===== src/rtl/uart_controller_if.sv =====
// MITM-facing control bundle for uart_controller: fake TX select/start/data
// and RX decode / TX handshake status for both channels.
// master = MITM logic side, slave = uart_controller side.
interface uart_controller_if #(
    parameter int NUM_DATA_BITS = 8
);
    logic                     fake_if0_tx_select;
    logic                     fake_if1_tx_select;
    logic                     fake_if0_tx_start;
    logic                     fake_if1_tx_start;
    logic [NUM_DATA_BITS-1:0] fake_if0_transmit_data;
    logic [NUM_DATA_BITS-1:0] fake_if1_transmit_data;
    logic                     if0_rx_new_data_ready;
    logic                     if1_rx_new_data_ready;
    logic [NUM_DATA_BITS-1:0] real_if0_receive_data;
    logic [NUM_DATA_BITS-1:0] real_if1_receive_data;
    logic                     if0_tx_write_ready;
    logic                     if1_tx_write_ready;
    logic                     if0_tx_write_done;
    logic                     if1_tx_write_done;

    modport master (
        output fake_if0_tx_select, fake_if1_tx_select,
        output fake_if0_tx_start, fake_if1_tx_start,
        output fake_if0_transmit_data, fake_if1_transmit_data,
        input  if0_rx_new_data_ready, if1_rx_new_data_ready,
        input  real_if0_receive_data, real_if1_receive_data,
        input  if0_tx_write_ready, if1_tx_write_ready,
        input  if0_tx_write_done, if1_tx_write_done
    );

    modport slave (
        input  fake_if0_tx_select, fake_if1_tx_select,
        input  fake_if0_tx_start, fake_if1_tx_start,
        input  fake_if0_transmit_data, fake_if1_transmit_data,
        output if0_rx_new_data_ready, if1_rx_new_data_ready,
        output real_if0_receive_data, real_if1_receive_data,
        output if0_tx_write_ready, if1_tx_write_ready,
        output if0_tx_write_done, if1_tx_write_done
    );
endinterface


===== src/rtl/uart_controller.sv =====
// Dual-port UART MITM controller: RX pass-through to opposite TX, frame
// decode on both RX lines, optional fake-frame injection on either TX.
// Ports: sys_clk, rst (async, active-high), bus (uart_controller_if.slave),
// if0/if1_rx_in serial inputs, if0/if1_tx_out serial outputs.
// Option: define UART_RX_SYNC_EN to put a 2-flop synchronizer on each RX.
module uart_rx #(
    parameter int CLKS_PER_BIT  = 104,
    parameter int NUM_DATA_BITS = 8
) (
    input  logic                     clk,
    input  logic                     rst,
    input  logic                     rx,
    output logic                     valid_o,
    output logic [NUM_DATA_BITS-1:0] data_o
);
    localparam int CW = $clog2(CLKS_PER_BIT + 1);
    localparam int BW = $clog2(NUM_DATA_BITS + 1);
    localparam logic [CW-1:0] BIT_LAST  = CW'(CLKS_PER_BIT - 1);
    localparam logic [CW-1:0] HALF_LAST = CW'(CLKS_PER_BIT / 2 - 1);
    localparam logic [BW-1:0] LAST_BIT  = BW'(NUM_DATA_BITS - 1);

    typedef enum logic [1:0] {
        RX_IDLE, RX_START, RX_DATA, RX_STOP
    } rx_state_e;

    rx_state_e                state_q, state_d;
    logic [CW-1:0]            cnt_q, cnt_d;
    logic [BW-1:0]            bit_q, bit_d;
    logic [NUM_DATA_BITS-1:0] shift_q, shift_d;
    logic [NUM_DATA_BITS-1:0] data_q, data_d;
    logic                     valid_q, valid_d;
    logic                     prev_q;

    always_ff @(posedge clk or posedge rst) begin
        if (rst) begin
            state_q <= RX_IDLE;
            cnt_q   <= '0;
            bit_q   <= '0;
            shift_q <= '0;
            data_q  <= '0;
            valid_q <= 1'b0;
            prev_q  <= 1'b1;
        end else begin
            state_q <= state_d;
            cnt_q   <= cnt_d;
            bit_q   <= bit_d;
            shift_q <= shift_d;
            data_q  <= data_d;
            valid_q <= valid_d;
            prev_q  <= rx;
        end
    end

    always_comb begin
        state_d = state_q;
        cnt_d   = cnt_q + CW'(1);
        bit_d   = bit_q;
        shift_d = shift_q;
        data_d  = data_q;
        valid_d = 1'b0;
        unique case (state_q)
            RX_IDLE: begin
                cnt_d = '0;
                if (prev_q && !rx) state_d = RX_START;
            end
            RX_START: begin
                if (cnt_q == HALF_LAST) begin
                    cnt_d   = '0;
                    bit_d   = '0;
                    state_d = rx ? RX_IDLE : RX_DATA;
                end
            end
            RX_DATA: begin
                if (cnt_q == BIT_LAST) begin
                    cnt_d   = '0;
                    shift_d = {rx, shift_q[NUM_DATA_BITS-1:1]};
                    bit_d   = bit_q + BW'(1);
                    if (bit_q == LAST_BIT) state_d = RX_STOP;
                end
            end
            RX_STOP: begin
                if (cnt_q == BIT_LAST) begin
                    cnt_d   = '0;
                    state_d = RX_IDLE;
                    // bad stop bit: drop the frame silently
                    if (rx) begin
                        data_d  = shift_q;
                        valid_d = 1'b1;
                    end
                end
            end
            default: state_d = RX_IDLE;
        endcase
    end

    assign valid_o = valid_q;
    assign data_o  = data_q;
endmodule

module uart_tx #(
    parameter int CLKS_PER_BIT  = 104,
    parameter int NUM_DATA_BITS = 8
) (
    input  logic                     clk,
    input  logic                     rst,
    input  logic                     start,
    input  logic [NUM_DATA_BITS-1:0] data,
    output logic                     ready_o,
    output logic                     done_o,
    output logic                     line_o
);
    localparam int CW = $clog2(CLKS_PER_BIT + 1);
    localparam int BW = $clog2(NUM_DATA_BITS + 1);
    localparam logic [CW-1:0] BIT_LAST = CW'(CLKS_PER_BIT - 1);
    localparam logic [BW-1:0] LAST_BIT = BW'(NUM_DATA_BITS - 1);

    typedef enum logic [1:0] {
        TX_IDLE, TX_START, TX_DATA, TX_STOP
    } tx_state_e;

    tx_state_e                state_q, state_d;
    logic [CW-1:0]            cnt_q, cnt_d;
    logic [BW-1:0]            bit_q, bit_d;
    logic [NUM_DATA_BITS-1:0] shift_q, shift_d;
    logic                     done_q, done_d;
    logic                     line;

    always_ff @(posedge clk or posedge rst) begin
        if (rst) begin
            state_q <= TX_IDLE;
            cnt_q   <= '0;
            bit_q   <= '0;
            shift_q <= '0;
            done_q  <= 1'b0;
        end else begin
            state_q <= state_d;
            cnt_q   <= cnt_d;
            bit_q   <= bit_d;
            shift_q <= shift_d;
            done_q  <= done_d;
        end
    end

    always_comb begin
        state_d = state_q;
        cnt_d   = cnt_q + CW'(1);
        bit_d   = bit_q;
        shift_d = shift_q;
        done_d  = 1'b0;
        line    = 1'b1;
        unique case (state_q)
            TX_IDLE: begin
                cnt_d = '0;
                if (start) begin
                    shift_d = data;
                    state_d = TX_START;
                end
            end
            TX_START: begin
                line = 1'b0;
                if (cnt_q == BIT_LAST) begin
                    cnt_d   = '0;
                    bit_d   = '0;
                    state_d = TX_DATA;
                end
            end
            TX_DATA: begin
                line = shift_q[0];
                if (cnt_q == BIT_LAST) begin
                    cnt_d   = '0;
                    shift_d = {1'b0, shift_q[NUM_DATA_BITS-1:1]};
                    bit_d   = bit_q + BW'(1);
                    if (bit_q == LAST_BIT) state_d = TX_STOP;
                end
            end
            TX_STOP: begin
                if (cnt_q == BIT_LAST) begin
                    cnt_d   = '0;
                    state_d = TX_IDLE;
                    done_d  = 1'b1;
                end
            end
            default: state_d = TX_IDLE;
        endcase
    end

    assign ready_o = (state_q == TX_IDLE);
    assign done_o  = done_q;
    assign line_o  = line;
endmodule

module uart_controller #(
    parameter int SYS_FREQ_HZ   = 12_000_000,
    parameter int BAUD_RATE     = 115_200,
    parameter int NUM_DATA_BITS = 8
) (
    input  logic                    sys_clk,
    input  logic                    rst,
    uart_controller_if.slave        bus,
    input  logic                    if0_rx_in,
    input  logic                    if1_rx_in,
    output logic                    if0_tx_out,
    output logic                    if1_tx_out
);
    localparam int CLKS_PER_BIT = SYS_FREQ_HZ / BAUD_RATE;

    logic rx0, rx1;
    logic t0_line, t1_line;
    logic t0_ready, t1_ready;
    logic sel0_q, sel0_d;
    logic sel1_q, sel1_d;

`ifdef UART_RX_SYNC_EN
    logic [1:0] sync0_q, sync0_d;
    logic [1:0] sync1_q, sync1_d;

    always_ff @(posedge sys_clk or posedge rst) begin
        if (rst) begin
            sync0_q <= 2'b11;
            sync1_q <= 2'b11;
        end else begin
            sync0_q <= sync0_d;
            sync1_q <= sync1_d;
        end
    end

    always_comb begin
        sync0_d = {sync0_q[0], if0_rx_in};
        sync1_d = {sync1_q[0], if1_rx_in};
    end

    assign rx0 = sync0_q[1];
    assign rx1 = sync1_q[1];
`else
    assign rx0 = if0_rx_in;
    assign rx1 = if1_rx_in;
`endif

    uart_rx #(
        .CLKS_PER_BIT(CLKS_PER_BIT), .NUM_DATA_BITS(NUM_DATA_BITS)
    ) u_rx0 (
        .clk(sys_clk), .rst(rst), .rx(rx0),
        .valid_o(bus.if0_rx_new_data_ready),
        .data_o(bus.real_if0_receive_data)
    );

    uart_rx #(
        .CLKS_PER_BIT(CLKS_PER_BIT), .NUM_DATA_BITS(NUM_DATA_BITS)
    ) u_rx1 (
        .clk(sys_clk), .rst(rst), .rx(rx1),
        .valid_o(bus.if1_rx_new_data_ready),
        .data_o(bus.real_if1_receive_data)
    );

    uart_tx #(
        .CLKS_PER_BIT(CLKS_PER_BIT), .NUM_DATA_BITS(NUM_DATA_BITS)
    ) u_tx0 (
        .clk(sys_clk), .rst(rst),
        .start(bus.fake_if0_tx_start),
        .data(bus.fake_if0_transmit_data),
        .ready_o(t0_ready), .done_o(bus.if0_tx_write_done),
        .line_o(t0_line)
    );

    uart_tx #(
        .CLKS_PER_BIT(CLKS_PER_BIT), .NUM_DATA_BITS(NUM_DATA_BITS)
    ) u_tx1 (
        .clk(sys_clk), .rst(rst),
        .start(bus.fake_if1_tx_start),
        .data(bus.fake_if1_transmit_data),
        .ready_o(t1_ready), .done_o(bus.if1_tx_write_done),
        .line_o(t1_line)
    );

    // select only follows the request while idle, so a frame never gets cut
    always_ff @(posedge sys_clk or posedge rst) begin
        if (rst) begin
            sel0_q <= 1'b0;
            sel1_q <= 1'b0;
        end else begin
            sel0_q <= sel0_d;
            sel1_q <= sel1_d;
        end
    end

    always_comb begin
        sel0_d = t0_ready ? bus.fake_if0_tx_select : sel0_q;
        sel1_d = t1_ready ? bus.fake_if1_tx_select : sel1_q;
    end

    assign bus.if0_tx_write_ready = t0_ready;
    assign bus.if1_tx_write_ready = t1_ready;

    assign if0_tx_out = sel0_q ? t0_line : if1_rx_in;
    assign if1_tx_out = sel1_q ? t1_line : if0_rx_in;
endmodule


===== src/flat_wrapper.sv =====
// flat-port wrapper written by rule: the top's interface ports become plain ports
module uart_controller_flat 
#(
    parameter int SYS_FREQ_HZ   = 12_000_000,
    parameter int BAUD_RATE     = 115_200,
    parameter int NUM_DATA_BITS = 8
)
  (sys_clk, rst, if0_rx_in, if1_rx_in, if0_tx_out, if1_tx_out, bus_fake_if0_tx_select, bus_fake_if1_tx_select, bus_fake_if0_tx_start, bus_fake_if1_tx_start, bus_fake_if0_transmit_data, bus_fake_if1_transmit_data, bus_if0_rx_new_data_ready, bus_if1_rx_new_data_ready, bus_real_if0_receive_data, bus_real_if1_receive_data, bus_if0_tx_write_ready, bus_if1_tx_write_ready, bus_if0_tx_write_done, bus_if1_tx_write_done);
  uart_controller_if #(.NUM_DATA_BITS(NUM_DATA_BITS)) bus_i ();
  input  logic sys_clk;
  input  logic rst;
  input  logic if0_rx_in;
  input  logic if1_rx_in;
  output logic if0_tx_out;
  output logic if1_tx_out;
  input wire logic [$bits(bus_i.fake_if0_tx_select)-1:0] bus_fake_if0_tx_select;
  input wire logic [$bits(bus_i.fake_if1_tx_select)-1:0] bus_fake_if1_tx_select;
  input wire logic [$bits(bus_i.fake_if0_tx_start)-1:0] bus_fake_if0_tx_start;
  input wire logic [$bits(bus_i.fake_if1_tx_start)-1:0] bus_fake_if1_tx_start;
  input wire logic [$bits(bus_i.fake_if0_transmit_data)-1:0] bus_fake_if0_transmit_data;
  input wire logic [$bits(bus_i.fake_if1_transmit_data)-1:0] bus_fake_if1_transmit_data;
  output wire logic [$bits(bus_i.if0_rx_new_data_ready)-1:0] bus_if0_rx_new_data_ready;
  output wire logic [$bits(bus_i.if1_rx_new_data_ready)-1:0] bus_if1_rx_new_data_ready;
  output wire logic [$bits(bus_i.real_if0_receive_data)-1:0] bus_real_if0_receive_data;
  output wire logic [$bits(bus_i.real_if1_receive_data)-1:0] bus_real_if1_receive_data;
  output wire logic [$bits(bus_i.if0_tx_write_ready)-1:0] bus_if0_tx_write_ready;
  output wire logic [$bits(bus_i.if1_tx_write_ready)-1:0] bus_if1_tx_write_ready;
  output wire logic [$bits(bus_i.if0_tx_write_done)-1:0] bus_if0_tx_write_done;
  output wire logic [$bits(bus_i.if1_tx_write_done)-1:0] bus_if1_tx_write_done;
  assign bus_i.fake_if0_tx_select = bus_fake_if0_tx_select;
  assign bus_i.fake_if1_tx_select = bus_fake_if1_tx_select;
  assign bus_i.fake_if0_tx_start = bus_fake_if0_tx_start;
  assign bus_i.fake_if1_tx_start = bus_fake_if1_tx_start;
  assign bus_i.fake_if0_transmit_data = bus_fake_if0_transmit_data;
  assign bus_i.fake_if1_transmit_data = bus_fake_if1_transmit_data;
  assign bus_if0_rx_new_data_ready = bus_i.if0_rx_new_data_ready;
  assign bus_if1_rx_new_data_ready = bus_i.if1_rx_new_data_ready;
  assign bus_real_if0_receive_data = bus_i.real_if0_receive_data;
  assign bus_real_if1_receive_data = bus_i.real_if1_receive_data;
  assign bus_if0_tx_write_ready = bus_i.if0_tx_write_ready;
  assign bus_if1_tx_write_ready = bus_i.if1_tx_write_ready;
  assign bus_if0_tx_write_done = bus_i.if0_tx_write_done;
  assign bus_if1_tx_write_done = bus_i.if1_tx_write_done;
  uart_controller #(.SYS_FREQ_HZ(SYS_FREQ_HZ), .BAUD_RATE(BAUD_RATE), .NUM_DATA_BITS(NUM_DATA_BITS)) u_core (.sys_clk(sys_clk), .rst(rst), .bus(bus_i), .if0_rx_in(if0_rx_in), .if1_rx_in(if1_rx_in), .if0_tx_out(if0_tx_out), .if1_tx_out(if1_tx_out));
endmodule

===== config.mk =====
export PLATFORM = sky130hd
export DESIGN_NAME = uart_controller_flat
export DESIGN_NICKNAME = d
export VERILOG_FILES = /design/src/rtl/uart_controller_if.sv /design/src/rtl/uart_controller.sv /design/src/flat_wrapper.sv
export SDC_FILE = /design/constraint.sdc
export NUM_CORES = 1
export LEC_CHECK = 0
export CAP_MARGIN = 20
export CORE_MARGIN = 2
export CORE_UTILIZATION = 25
export DETAILED_ROUTE_END_ITERATION = 16
export PLACE_DENSITY_LB_ADDON = 0.05
export SETUP_SLACK_MARGIN = 0.05
export SLEW_MARGIN = 20
export SYNTH_ARGS = -nofsm -noshare
export SYNTH_HDL_FRONTEND = slang
export SYNTH_SLANG_ARGS = --single-unit
export TNS_END_PERCENT = 100

===== constraint.sdc =====
create_clock -name sys_clk -period 9.4 [get_ports sys_clk]
set_clock_uncertainty 0.2 [all_clocks]
set_input_delay 1.88 -clock sys_clk [delete_from_list [all_inputs] [get_ports sys_clk]]
set_output_delay 1.88 -clock sys_clk [all_outputs]
set_load 0.02 [all_outputs]

==> results of run 1 <==
## layer usage
| metal | vias up | track usage |
|---|---|---|
| li1 | 1621 | - |
| met1 | 1596 | 0.135 |
| met3 | 11 | 0.0313 |
| met4 | 0 | 0.0408 |
| met5 | - | 0 |
| met2 | 52 | 0.167 |
## worst max-delay path: cells and delay by family
family,cells,cell delay (ns)
AOI/OAI and AO/OA,1,0.17
and+or+nand+nor,1,0.08
buffers and inverters,2,1.31
## state kept, by name (all words and copies together) (netlist names), 8 cells and up, named ones only
register and count:
u_core.u_rx0.data_o 8, u_core.u_rx0.shift_q 8, u_core.u_rx1.data_o 8, u_core.u_rx1.shift_q 8, u_core.u_tx0.shift_q 8, u_core.u_tx1.shift_q 8
## cells by family (layout without fill, tap and decap cells)
family / after synthesis / after routing
and+or+nand+nor: 129 / 129
DFF: 108 / 108
muxes: 66 / 66
AOI/OAI and AO/OA: 59 / 59
buffers and inverters: 31 / 79
adders and majority gates: 19 / 19
xor gates and xnor gates: 19 / 19
## power by group
part           switching, mW  total (mW)  internal [mW]  leakage (nW)
sequential            0.0551       0.594          0.539          1.42
clock                  0.173       0.358          0.185         0.131
combinational          0.185       0.380          0.195          1.07
total                  0.413        1.33          0.919          2.62
## cells in the mapped netlist (3+ instances only)
library cell | instances | share of area
mux2_2 | 66 | 0.15
nand2b_1 | 3 | 0.0037
ha_1 | 19 | 0.047
or2_2 | 4 | 0.0049
a22o_1 | 8 | 0.014
a22oi_1 | 3 | 0.0044
nor3_1 | 12 | 0.012
nand2_1 | 16 | 0.012
and3_1 | 6 | 0.0074
clkbuf_1 | 9 | 0.0067
xor2_1 | 11 | 0.019
and4_1 | 3 | 0.0052
nor2_1 | 29 | 0.021
nand3_1 | 21 | 0.021
nand4b_1 | 3 | 0.0052
dfrtp_1 | 106 | 0.52
nor2b_1 | 8 | 0.0099
buf_2 | 6 | 0.0059
xnor2_1 | 8 | 0.014
inv_1 | 16 | 0.012
a21oi_1 | 11 | 0.011
o21ai_0 | 20 | 0.020
nand4_1 | 3 | 0.0037
a31oi_1 | 3 | 0.0037
and2_1 | 4 | 0.0049
nor3b_1 | 4 | 0.0059
## cells in the final DEF (no fill, tap or decap), types with 2 or more instances in the layout
cell and instances:
a21oi_1 11, a22o_1 8, a22oi_1 3, a31oi_1 3, a32o_1 2, and2_1 4, and3_1 6, and4_1 3
clkbuf_16 9, clkdlybuf4s50_1 47, clkinv_2 2, dfrtp_1 106, dfstp_2 2, ha_1 19, inv_1 15, mux2_2 66
nand2_1 16, nand2b_1 3, nand3_1 21, nand3b_1 2, nand4_1 3, nand4b_1 3, nor2_1 29, nor2b_1 8
nor3_1 12, nor3b_1 4, nor4_1 2, nor4bb_1 2, o21ai_0 20, o22a_1 2, or2_2 4, or3_1 2
xnor2_1 8, xor2_1 11
## per-stage QoR
stage / area [um^2] / std cells / hold WS, ns / utilization
floorplan: 5070 / 431 / 0.230 / -
global placement: 5820 / 734 / 0.247 / 0.291
detailed placement: 5820 / 734 / 0.254 / 0.291
CTS: 6090 / 749 / 0.264 / 0.304
global route: 6090 / 749 / 0.289 / 0.304
finish: 6090 / 749 / 0.259 / 0.304
## path summary, 6_finish.rpt
path / endpoint / slack (ns) / cells past startpoint
min in group asynchronous: u_core.u_tx1.shift_q[6]$_DFFE_PP0P_ / 1.84 / 2
max in group asynchronous: u_core.u_rx1.state_q[0]$_DFFE_PP0P_ / 6.01 / 3
setup reg to reg: u_core.u_tx0.shift_q[0]$_DFFE_PP0P_ / 6.74 / 5
hold / removal: u_core.u_tx0.cnt_q[0]$_DFF_PP0_ / 0.26 / 1
hold reg to reg: u_core.u_tx0.cnt_q[0]$_DFF_PP0_ / 0.26 / 1
setup / recovery: if1_tx_out / 3.87 / 4
## area by class of cell
cell class                      instances  share of cell area
Timing Repair Buffer                   48              0.0784
Multi-Input combinational cell        292               0.368
Clock inverter                          4             0.00431
Clock buffer                           11              0.0398
Sequential cell                       108               0.444
Tap cell                              270              0.0554
Inverter                               16              0.0103
==> results.ini, run 1 <==
[worst_setup_path]
path_cells = clkdlybuf4s50_1, nor2_1, a31oi_1, clkdlybuf4s50_1
endpoint_kind = output pin
worstPathRequired_ns = 7.32
rr_startpoint = u_core.u_tx0.state_q[0]$_DFFE_PP0P_
critPathMaxFanout = 7
cp_slowest_cell = clkdlybuf4s50_1
slowest_delay_ns = 0.66
arrival_ns = 3.45
startpoint = if0_rx_in
start_kind = input port
path_class = in -> out
cpMostUsedCell = clkdlybuf4s50_1

[routing]
met3_length_um = 456
wire_per_inst_um = 14.0
via_count = 3280
drcViolationCount = 0
dr.pass1.iters = 4
vias_per_cell = 4.38
drt-met1-wl_um = 5000
met2_length_um = 4850
wl_um = 10500
topRoutingLayerUsed = met4
drtIter0Drc = 148
antenna_left = 0

[layout]
drive_gt1_frac = 0.192
multiInputGateArea_mm2 = 0.00224
nets = 518
syn_to_final_growth_pct = 20.2
diodes = 0
seqCellArea_mm2 = 0.00271
fillers = 2126

[synthesis]
synth_edf_count = 0
synth_top_family_by_area = multiplexers
yosysWarnings = 0
ys.flop_type = dfrtp_1
synthAdderAreaFrac = 0.0469
synthArstFlopShare = 1.00
syn_avg_cell_area_um2 = 11.8
syn_area_mm2 = 0.00507
ys_types = 48
synth_nets = 474
synth-simple-area-share = 0.139
synth_compound_area_frac = 0.0763
ys_seq_area_frac = 0.534
synth_xor_area_frac = 0.0328
synth.mux.area_fraction = 0.147
synthCells = 431
ys_seq_elements = 108

[grt]
grt_pass1_wl_um = 18000
first_global_vias = 3502
track_usage = 0.105
overflow = 0
grt_max_degree = 65
antenna_found_initial = 0

[timing]
drv_slew = 0
finalSetupTns_ns = 0
finalHoldViolCount = 0
setup_viol = 0
maxSlewHeadroom = 0.432
finalCritPeriodShare = 0.588
rsz0062_at_grt = no
layout_min_cycle_time_ns = 5.53
fmax_mhz = 181
worstMarginPinSlew_ns = 0.851
layout_setup_ws_ns = 3.87

[clock_tree]
cts_resized = 0
cts-root-buf = clkbuf_16
clock_sinks = 108
cts-buffers-inserted = 9
tritoncts = done
clkLatencyLatePin_ns = 0.35
h-tree-depth = 3
clk_pin_slew_worst_paths_ns = 0.07
post_cts_buffers = 0
clockBufferDepth = 2
holdBufCountCts = 0

[floorplanning]
dieArea_mm2 = 0.0214
die_h_um = 146
fp-row-count = 52
start_util = 0.253
dieWidth_um = 146
core_mm2 = 0.0200
io_pins = 48

[worst_hold_path]
min-delay-path-class = reg -> reg
hold_start = u_core.u_tx0.cnt_q[0]$_DFF_PP0_

[placement]
dp_slack_ns = 3.85
numPortBuffers = 47
dpl.hpwl_um = 7100
gp_congestion = 0.691

[flow_run]
max_cap_viol_count = 0

[power_and_ir_drop]
power_density_mw_per_mm2 = 219
max-vdd-ir-drop_v = 0.0000908
leakagePower_nw = 2.62
p_total_mw = 1.33

[status]
status = finished clean

Note: power is estimated with default switching activity, not from simulation.
==> run 2: changes to the inputs <==
==> constraint.sdc (replaced) <==
create_clock -name sys_clk -period 5.3 [get_ports sys_clk]
set_clock_uncertainty 0.2 [all_clocks]
set_input_delay 1.06 -clock sys_clk [delete_from_list [all_inputs] [get_ports sys_clk]]
set_output_delay 1.06 -clock sys_clk [all_outputs]
set_load 0.02 [all_outputs]
==> results.ini, run 2 (synthesized netlist as in run 1, its figures left out) <==
[timing]
maxSlewHeadroom = 0.503
finalSetupTns_ns = 0
setup_viol = 0
drv_slew = 0
fmax_mhz = 254
rsz0062_at_grt = no
finalCritPeriodShare = 0.741
worstMarginPinSlew_ns = 0.745
layout_min_cycle_time_ns = 3.93
finalHoldViolCount = 0

[grt]
grt_pass1_wl_um = 18100
grt_max_degree = 60
first_global_vias = 3615
track_usage = 0.104
antenna_found_initial = 0
overflow = 0

[worst_setup_path]
path_cells = clkdlybuf4s50_1, nor2_1, a31oi_1, clkdlybuf4s50_1
cpMostUsedCell = clkdlybuf4s50_1
cp_slowest_cell = clkdlybuf4s50_1
critPathMaxFanout = 7
endpoint_kind = output pin
slowest_delay_ns = 0.66
ff2ff_path_depth = 5
start_kind = input port
arrival_ns = 2.67
path_class = in -> out
worstPathRequired_ns = 4.04

[routing]
via_count = 3327
vias_per_cell = 4.43
wire_per_inst_um = 13.6
antenna_left = 0
drcViolationCount = 0
drtIter0Drc = 170
wl_um = 10200
dr.pass1.iters = 6

[layout]
final_common_cell = dfrtp_1
syn_to_final_growth_pct = 21.3
diodes = 0
seqCellArea_mm2 = 0.00271
drive_gt1_frac = 0.193
nets = 519
multiInputGateArea_mm2 = 0.00224
final_cell_mix = 106 x dfrtp_1, 66 x mux2_2, 47 x clkdlybuf4s50_1
fillers = 2057
fin_area_mm2 = 0.00615

[clock_tree]
post_cts_buffers = 0
cts-buffers-inserted = 9
clk_pin_slew_worst_paths_ns = 0.07
h-tree-depth = 3
clkLatencyLatePin_ns = 0.35
clockBufferDepth = 2
clock_sinks = 108
cts-root-buf = clkbuf_16
tritoncts = done
cts_resized = 0
holdBufCountCts = 0

[power_and_ir_drop]
p_sw_frac = 0.299
p_seq_frac = 0.429
p_sw_mw = 0.733
clock_power_share = 0.297
max-vdd-ir-drop_v = 0.000184
leakagePower_nw = 2.65
intPower_mw = 1.72
power_density_mw_per_mm2 = 399
combinationalPowerShare = 0.274

[floorplanning]
fp-row-count = 52
dieArea_mm2 = 0.0214
core_mm2 = 0.0200
start_util = 0.253
dieWidth_um = 146
die_h_um = 146
io_pins = 48

[worst_hold_path]
whs_path_depth = 1
min-delay-path-class = reg -> reg

[placement]
gp_congestion = 0.685
dpl_cell_area_mm2 = 0.00583
numPortBuffers = 47
dpl.hpwl_um = 7170

[flow_run]
max_cap_viol_count = 0

[status]
status = finished clean

[run 2: cell types whose count changed in the layout (fill, tap and decap cells not counted)]
cell,delta
clkinv_4,+2
buf_4,+1
bufinv_16,+2
clkinv_2,-2
clkbuf_1,+1
clkbuf_8,-1
clkinvlp_4,-1
[run 2: area by class of cell]
class                           count  area share
Sequential cell                   108       0.440
Multi-Input combinational cell    292       0.364
Timing Repair Buffer               49      0.0789
Tap cell                          270      0.0549
Clock buffer                       11      0.0378
Clock inverter                      5      0.0140
Inverter                           16      0.0102
[run 2: power by group through the flow]
stage               registers, mW  logic, mW  clock network [mW]
CTS                          1.05      0.686               0.765
global route                 1.08      0.756               0.797
global placement             1.07      0.680                   0
detailed placement           1.07      0.682                   0
floorplan                    1.04      0.524                   0
finish                       1.05      0.672               0.727
[run 2: metrics by stage]
step / std cells / hold WS (ns) / total power [mW] / util / setup WS (ns)
6_report: 751 / 0.257 / 2.45 / 0.307 / 1.37
5_1_grt: 751 / 0.295 / 2.63 / 0.307 / 1.26
4_1_cts: 751 / 0.263 / 2.51 / 0.307 / 1.35
3_5_place_dp: 735 / 0.253 / 1.75 / 0.291 / 1.37
3_3_place_gp: 735 / 0.249 / 1.75 / 0.291 / 1.33
2_1_floorplan: 431 / 0.230 / 1.56 / - / 1.20
[run 2: worst paths after layout]
check	from	end	slack (ns)
min in group asynchronous	rst	u_core.u_tx1.shift_q[1]$_DFFE_PP0P_	1.01
worst min-delay path	u_core.u_tx1.cnt_q[0]$_DFF_PP0_	u_core.u_tx1.cnt_q[0]$_DFF_PP0_	0.26
worst max-delay path	if0_rx_in	if1_tx_out	1.37
worst max register to register	u_core.u_tx0.state_q[0]$_DFFE_PP0P_	u_core.u_tx0.shift_q[0]$_DFFE_PP0P_	2.61
max in group asynchronous	rst	u_core.u_rx0.prev_q$_DFF_PP1_	2.99
worst min register to register	u_core.u_tx1.cnt_q[0]$_DFF_PP0_	u_core.u_tx1.cnt_q[0]$_DFF_PP0_	0.26
[run 2: routing by layer]
| layer | up-vias | GRT usage | routed length [um] |
|---|---|---|---|
| met3 | 8 | 0.0366 | 498 |
| met4 | 0 | 0.0238 | 97 |
| met5 | - | 0 | 0 |
| met2 | 51 | 0.170 | 4790 |
| li1 | 1619 | - | - |
| met1 | 1649 | 0.133 | 4850 |
[run 2: critical path: cells and delay by family]
family,cells,cell delay [ns]
buffers and inverters,2,1.31
AND/OR/NAND/NOR,1,0.08
AO/OA/AOI/OAI,1,0.21
==> run 3: changes to the inputs <==
==> constraint.sdc (replaced) <==
create_clock -name sys_clk -period 4.07 [get_ports sys_clk]
set_clock_uncertainty 0.2 [all_clocks]
set_input_delay 0.814 -clock sys_clk [delete_from_list [all_inputs] [get_ports sys_clk]]
set_output_delay 0.814 -clock sys_clk [all_outputs]
set_load 0.02 [all_outputs]
==> results.ini, run 3 (synthesized netlist as in run 1, its figures left out) <==
[floorplanning]
io_pins = 48
dieArea_mm2 = 0.0214
dieWidth_um = 146
die_h_um = 146
fp-row-count = 52
core_mm2 = 0.0200
start_util = 0.253

[worst_setup_path]
slowest_delay_ns = 0.64
rr_startpoint = u_core.u_tx1.state_q[0]$_DFFE_PP0P_
start_kind = flip-flop
r2r_setup_slack_ns = 1.58
r2r_end = u_core.u_tx1.shift_q[1]$_DFFE_PP0P_
cp_slowest_cell = clkdlybuf4s50_1
arrival_ns = 2.58
path_class = reg -> out
ff2ff_path_depth = 5
path_cells = inv_1, ha_1, or2_2, a31oi_1, clkdlybuf4s50_1
critPathMaxFanout = 18
endpoint_kind = output pin
cp-endpoint = if1_tx_out
startpoint = u_core.u_tx1.state_q[0]$_DFFE_PP0P_
worstPathRequired_ns = 3.06

[timing]
finalHoldViolCount = 0
maxSlewHeadroom = 0.466
drv_slew = 0
worstMarginPinSlew_ns = 0.795
layout_setup_ws_ns = 0.475
finalCritPeriodShare = 0.883
rsz0062_at_grt = no
hold-worst-slack_ns = 0.257
layout_min_cycle_time_ns = 3.60
finalSetupTns_ns = 0
setup_viol = 0
fmax_mhz = 278

[placement]
gp_congestion = 0.698
dp_slack_ns = 0.730
dpl.hpwl_um = 7120
dpl_cell_area_mm2 = 0.00585
numPortBuffers = 47
place_inst = 736

[layout]
finalNonFillerCells = 752
nets = 520
syn_to_final_growth_pct = 21.4
drive_gt1_frac = 0.199
diodes = 0
final_common_cell = dfrtp_1
fin_area_mm2 = 0.00615
final_cell_mix = 106 x dfrtp_1, 66 x mux2_2, 47 x clkdlybuf4s50_1
fillers = 2092

[routing]
antenna_left = 0
via_count = 3306
vias_per_cell = 4.40
wire_per_inst_um = 13.9
dr.pass1.iters = 4
wl_um = 10400
drcViolationCount = 0
drtIter0Drc = 123

[clock_tree]
cts-root-buf = clkbuf_16
cts-buffers-inserted = 9
clockBufferDepth = 2
cts_resized = 0
post_cts_buffers = 0
holdBufCountCts = 0
tritoncts = done
h-tree-depth = 3
clock_sinks = 108
clkLatencyLatePin_ns = 0.35
clk_pin_slew_worst_paths_ns = 0.07

[grt]
grt_max_degree = 67
grt_pass1_wl_um = 18300
antenna_found_initial = 0
overflow = 0
track_usage = 0.106
first_global_vias = 3540

[flow_run]
max_cap_viol_count = 0

[power_and_ir_drop]
max-vdd-ir-drop_v = 0.000253
power_density_mw_per_mm2 = 513
leakagePower_nw = 2.65

[worst_hold_path]
min-delay-path-class = reg -> reg

[status]
status = finished clean

## run 3: stage by stage
stage / total power [mW] / util
2_1_floorplan: 2.03 / -
3_3_place_gp: 2.28 / 0.292
3_5_place_dp: 2.30 / 0.292
4_1_cts: 3.23 / 0.307
5_1_grt: 3.39 / 0.307
6_report: 3.16 / 0.307
## run 3: area by class of cell
cell class / count / area (um^2) / area share
flip-flops and latches: 108 / 2710 / 0.440
multi-input cells: 292 / 2240 / 0.364
repair buffers: 50 / 505 / 0.0821
well taps: 270 / 338 / 0.0549
clock buffers: 10 / 239 / 0.0388
clock inverters: 6 / 63.8 / 0.0104
inverters: 16 / 62.6 / 0.0102
## run 3: worst min path at each step
| stage | cells past startpoint | from | endpoint | slack [ns] |
|---|---|---|---|---|
| after detailed placement | 1 | u_core.u_rx0.cnt_q[0]$_DFF_PP0_ | u_core.u_rx0.cnt_q[0]$_DFF_PP0_ | 0.25 |
| final | 1 | u_core.u_tx0.cnt_q[0]$_DFF_PP0_ | u_core.u_tx0.cnt_q[0]$_DFF_PP0_ | 0.26 |
| after floorplan | 1 | u_core.u_tx0.cnt_q[0]$_DFF_PP0_ | u_core.u_tx0.cnt_q[0]$_DFF_PP0_ | 0.23 |
| after global placement | 1 | u_core.u_tx1.cnt_q[0]$_DFF_PP0_ | u_core.u_tx1.cnt_q[0]$_DFF_PP0_ | 0.25 |
| after global routing | 1 | u_core.u_tx1.cnt_q[0]$_DFF_PP0_ | u_core.u_tx1.cnt_q[0]$_DFF_PP0_ | 0.30 |
| after CTS | 1 | u_core.u_rx0.cnt_q[0]$_DFF_PP0_ | u_core.u_rx0.cnt_q[0]$_DFF_PP0_ | 0.26 |
## run 3: power by group
part	internal, mW	switching, mW
logic	0.457	0.426
registers	1.24	0.126
clock network	0.493	0.409
## run 3: per-layer routing
layer | global-route usage | part of all wire
met1 | 0.142 | 0.48
met2 | 0.164 | 0.46
met3 | 0.0378 | 0.051
met4 | 0.0277 | 0.010
met5 | 0 | 0
## run 3: critical path: cells and delay by family (launching register included)
family / cells / cell delay (ns)
AOI/OAI and AO/OA: 1 / 0.22
and+or+nand+nor: 1 / 0.41
DFF: 1 / 0.39
adders and majority gates: 1 / 0.46
buffers and inverters: 2 / 0.74
